### src/rtl/move_entry_debouncer.sv
// Move entry front end: synchronises the move switches and the active-low enter key,
// debounces the key and offers exactly one validated move per clean press.
module move_entry_debouncer #(
    parameter int DEBOUNCE_CYCLES = 250000,
    parameter int MAX_MOVE        = 8
) (
    input  logic       clock,
    input  logic       reset,
    input  logic       key_n,
    input  logic [3:0] sw_move,
    input  logic       move_ready,
    output logic       move_valid,
    output logic [3:0] move,
    output logic       move_err,
    output logic       busy
);

    localparam int CW = (DEBOUNCE_CYCLES > 1) ? $clog2(DEBOUNCE_CYCLES) : 1;
    localparam logic [CW-1:0] CNT_LAST = CW'(DEBOUNCE_CYCLES - 1);
    localparam logic [4:0] MAX_MOVE_L = 5'(MAX_MOVE);

    typedef enum logic [2:0] {
        IDLE     = 3'd0,
        PRESS_DB = 3'd1,
        OFFER    = 3'd2,
        WAIT_REL = 3'd3,
        REL_DB   = 3'd4
    } state_t;

    state_t          state_reg, state_next;
    logic [CW-1:0]   cnt_reg, cnt_next;
    logic [3:0]      move_reg, move_next;
    logic            move_valid_reg, move_valid_next;
    logic            move_err_reg, move_err_next;
    logic            busy_reg, busy_next;

    logic [1:0]      key_sync_reg;
    logic [3:0]      sw_move_sync;
    logic            pressed;

    // Key synchroniser resets to "released" so reset never looks like a press.
    always_ff @(posedge clock or posedge reset) begin
        if (reset) begin
            key_sync_reg <= 2'b11;
        end else begin
            key_sync_reg <= {key_sync_reg[0], key_n};
        end
    end

    assign pressed = ~key_sync_reg[1];

    genvar gi;
    generate
        for (gi = 0; gi < 4; gi++) begin : g_sw_sync
            logic [1:0] sw_sync_reg;
            always_ff @(posedge clock or posedge reset) begin
                if (reset) begin
                    sw_sync_reg <= 2'b00;
                end else begin
                    sw_sync_reg <= {sw_sync_reg[0], sw_move[gi]};
                end
            end
            assign sw_move_sync[gi] = sw_sync_reg[1];
        end
    endgenerate

    always_ff @(posedge clock or posedge reset) begin
        if (reset) begin
            state_reg      <= IDLE;
            cnt_reg        <= '0;
            move_reg       <= 4'd0;
            move_valid_reg <= 1'b0;
            move_err_reg   <= 1'b0;
            busy_reg       <= 1'b0;
        end else begin
            state_reg      <= state_next;
            cnt_reg        <= cnt_next;
            move_reg       <= move_next;
            move_valid_reg <= move_valid_next;
            move_err_reg   <= move_err_next;
            busy_reg       <= busy_next;
        end
    end

    always_comb begin
        state_next      = state_reg;
        cnt_next        = cnt_reg;
        move_next       = move_reg;
        move_valid_next = move_valid_reg;
        move_err_next   = 1'b0;

        case (state_reg)
            IDLE: begin
                if (pressed) begin
                    state_next = PRESS_DB;
                    cnt_next   = '0;
                end
            end
            PRESS_DB: begin
                if (!pressed) begin
                    state_next = IDLE;
                    cnt_next   = '0;
                end else if (cnt_reg == CNT_LAST) begin
                    move_next = sw_move_sync;
                    cnt_next  = '0;
                    if ({1'b0, sw_move_sync} <= MAX_MOVE_L) begin
                        state_next      = OFFER;
                        move_valid_next = 1'b1;
                    end else begin
                        state_next    = WAIT_REL;
                        move_err_next = 1'b1;
                    end
                end else begin
                    cnt_next = cnt_reg + 1'b1;
                end
            end
            OFFER: begin
                // Key state is deliberately ignored here: the offer stands until taken.
                if (move_valid_reg && move_ready) begin
                    state_next      = WAIT_REL;
                    move_valid_next = 1'b0;
                    cnt_next        = '0;
                end
            end
            WAIT_REL: begin
                if (!pressed) begin
                    state_next = REL_DB;
                    cnt_next   = '0;
                end
            end
            REL_DB: begin
                if (pressed) begin
                    state_next = WAIT_REL;
                    cnt_next   = '0;
                end else if (cnt_reg == CNT_LAST) begin
                    state_next = IDLE;
                    cnt_next   = '0;
                end else begin
                    cnt_next = cnt_reg + 1'b1;
                end
            end
            default: begin
                state_next      = IDLE;
                cnt_next        = '0;
                move_valid_next = 1'b0;
            end
        endcase

        busy_next = (state_next != IDLE);
    end

    assign move_valid = move_valid_reg;
    assign move       = move_reg;
    assign move_err   = move_err_reg;
    assign busy       = busy_reg;

endmodule

### config.mk
export PLATFORM = sky130hd
export DESIGN_NAME = move_entry_debouncer
export DESIGN_NICKNAME = d
export VERILOG_FILES = /design/src/rtl/move_entry_debouncer.sv
export SDC_FILE = /design/constraint.sdc
export NUM_CORES = 1
export LEC_CHECK = 0
export ABC_AREA = 1
export CAP_MARGIN = 5
export CORE_MARGIN = 2
export CORE_UTILIZATION = 30
export CTS_BUF_LIST = sky130_fd_sc_hd__clkbuf_8
export CTS_CLUSTER_SIZE = 25
export DETAILED_ROUTE_END_ITERATION = 8
export DONT_BUFFER_PORTS = 1
export PLACE_DENSITY = 0.48
export SKIP_LAST_GASP = 1
export SLEW_MARGIN = 20
export SYNTH_ARGS = -nofsm -noshare
export SYNTH_HDL_FRONTEND = slang
export SYNTH_SLANG_ARGS = --single-unit
export TNS_END_PERCENT = 20
### constraint.sdc
create_clock -name clock -period 2.8 [get_ports clock]
set_input_delay 0.56 -clock clock [delete_from_list [all_inputs] [get_ports clock]]
set_output_delay 0.56 -clock clock [all_outputs]
set_load 0.1 [all_outputs]
==> flow_summary.yaml <==
detailed_routing:
  via_count: 1556
  vias_per_cell: 4.48
  ant_nets: 0
  dr.pass1.iters: 4
  wl_per_cell_um: 11.8
  totalWireLength_um: 4100
  drc: 0
  drt_iter0_markers: 83
finish:
  drive_above_1_share_pct: 11.9
  nNetsFinal: 278
  n_antenna_cell: 0
  largest_reg_flops: 18
  area_growth_pct: 8.85
  instances_no_fill: 347
  final_util_pct: 34.0
floorplanning:
  die_width_um: 85.5
  dieArea_mm2: 0.00732
  die_h_um: 85.5
  fp-row-count: 29
  io_pins: 15
  initial_core_util_pct: 31.2
  coreArea_mm2: 0.00639
sta:
  holdWs_ns: 0.261
  setup_viol: 0
  setup_tns_ns: 0
  fmax_mhz: 559
  fin_crit_ns: 1.79
  rsz0062_at_grt: "false"
  slew_violations: 0
  relSlewSlack_pct: 40.1
  post-route-period-util_pct: 63.9
  fin_worst_skew_ns: 0.00639
  hold_violations: 0
  worst_pin_slew_ns: 0.899
critical_path:
  end_kind: "output pin"
  worstSetupStartpointType: "register"
  rr_worst_depth: 11
  critical_path_arrival_ns: 1.23
  path_depth: 0
  path_max_fanout: 2
  crit_required_ns: 2.24
  worstSetupPathType: "reg2out"
logic_synthesis:
  yosys_warnings: 0
  synth-seq-cells: 38
  synth_area_leaders: "dfrtp_1, nand2_1, nor2_1, inv_1, nand3_1"
  avgSynthCellArea_um2: 7.58
  synth_top_area_share_pct: 45.2
  async_reset_ff_share_pct: 100
  syn_inst: 263
  synth_flop_cell: "dfrtp_1"
  netlist_top_cells_count: "nand2_1, nor2_1, dfrtp_1"
  yosysSeqAreaShare_pct: 47.8
  synth_edf_count: 0
  netlist_area_mm2: 0.00199
  yosys.cell_types.count: 27
  synth_top_cell_by_area: "dfrtp_1"
  synth.most_common_cell: "nand2_1"
  syn_nets: 272
cts:
  ctsHoldBuffers: 0
  clockBufferDepth: 2
  cts_tree: "built"
  clk_latency_ns: 0.29
  post-cts-setup-buffer-count: 0
  post_cts_resized: 0
  htree_num_levels: 2
  path_clk_slew_ns: 0.08
  numCtsBuffers: 5
  ctsRootBufferMaster: "clkbuf_8"
  cts_sinks: 38
hold_path:
  worstHoldPathCells: 0
  hold_class: "in2reg"
pwr:
  power.density_mw_per_mm2: 515
  p_leak_nw: 1.04
  vdd_drop_max_mv: 0.247
  total_power_mw: 1.12
global_route:
  use_met3_pct: 3.37
  grt_antenna_before_repair: 0
  grt_use_total_pct: 12.9
  grt_pass1_wl_um: 7450
  grt_most_used_layer: "met2"
  grt_pass1_vias: 1631
  grt_max_degree: 39
  grt.overflow.total: 0
  grt.met2_usage_pct: 20.0
  use_met1_pct: 17.5
placed_design:
  dp_hpwl_um: 3070
  routabilityCongestion: 0.803
  io_buffers: 0
  dp.cells: 339
status:
  outcome: "finished, final reports clean"
run:
  maxCapViolations: 0
-- worst register-to-register path, cell delays in order, from the launching register on --
cell	delay, ns
dfrtp_1	0.37
ha_1	0.17
nand2_1	0.14
inv_1	0.10
nand2_1	0.05
nor2_1	0.14
nand2_1	0.13
nand2_2	0.13
nand2_2	0.16
and2_1	0.19
nand2_1	0.05
inv_1	0.03
-- area by class of cell --
cell class / count / area [um2]
clock buffers: 6 / 82.6
fillers: 697 / 4220
well taps: 77 / 96.3
repair buffers: 2 / 15.0
multi-input cells: 182 / 861
flip-flops and latches: 38 / 953
inverters: 40 / 150
clock inverters: 2 / 12.5
-- metrics by stage --
step / setup WS [ns] / cell area, um2
after floorplan: 0.895 / 1990
after global placement: 1.05 / 2080
after detailed placement: 1.03 / 2080
after CTS: 0.997 / 2170
after global routing: 0.784 / 2170
final: 1.01 / 2170
-- cells by family (layout without fill, tap and decap cells) --
kind of cell,after synthesis,after routing,share of synthesized area [%]
compound gates,20,20,5.65
xor+xnor,4,4,1.76
fa+ha+maj,1,1,0.627
buf+inv,43,50,9.03
flops,38,38,47.8
simple gates,157,157,35.1
-- cell usage in the layout (no fill, tap or decap), types with 3 or more instances in the layout --
cell type  synthesis  final
a21oi_1            8      8
clkbuf_8           0      6
dfrtp_1           36     36
inv_1             35     35
inv_2              4      4
nand2_1           64     64
nand2_2            4      4
nand3_1           18     18
nand4_1            5      5
nor2_1            45     45
nor2_2             6      6
nor2_4             3      3
nor3_1             8      8
o21ai_0            5      5
xor2_1             4      4
-- power breakdown --
| part | switching [mW] | internal, mW |
|---|---|---|
| Clock | 0.201 | 0.198 |
| Combinational | 0.0777 | 0.0350 |
| Sequential | 0.0337 | 0.573 |
-- final timing paths --
path,start,endpoint,slack [ns]
worst min-delay path,key_n,key_sync_reg[0]$_DFF_PP1_,0.26
worst max-delay path,move[0]$_DFFE_PP0P_,move[0],1.01
worst min register to register,g_sw_sync[2].sw_sync_reg[0]$_DFF_PP0_,g_sw_sync[2].sw_sync_reg[1]$_DFF_PP0_,0.35
max in group asynchronous,reset,key_sync_reg[1]$_DFF_PP1_,2.18
min in group asynchronous,reset,cnt_reg[2]$_DFFE_PP0P_,0.27
worst max register to register,cnt_reg[1]$_DFFE_PP0P_,cnt_reg[16]$_DFFE_PP0P_,1.06
-- per-layer routing --
layer / wire length [um] / share of wire [%]
met5: 0 / 0
met4: 29 / 0.71
met3: 173 / 4.2
met2: 1850 / 45
met1: 2040 / 50
(Power assumes the default switching activity.)
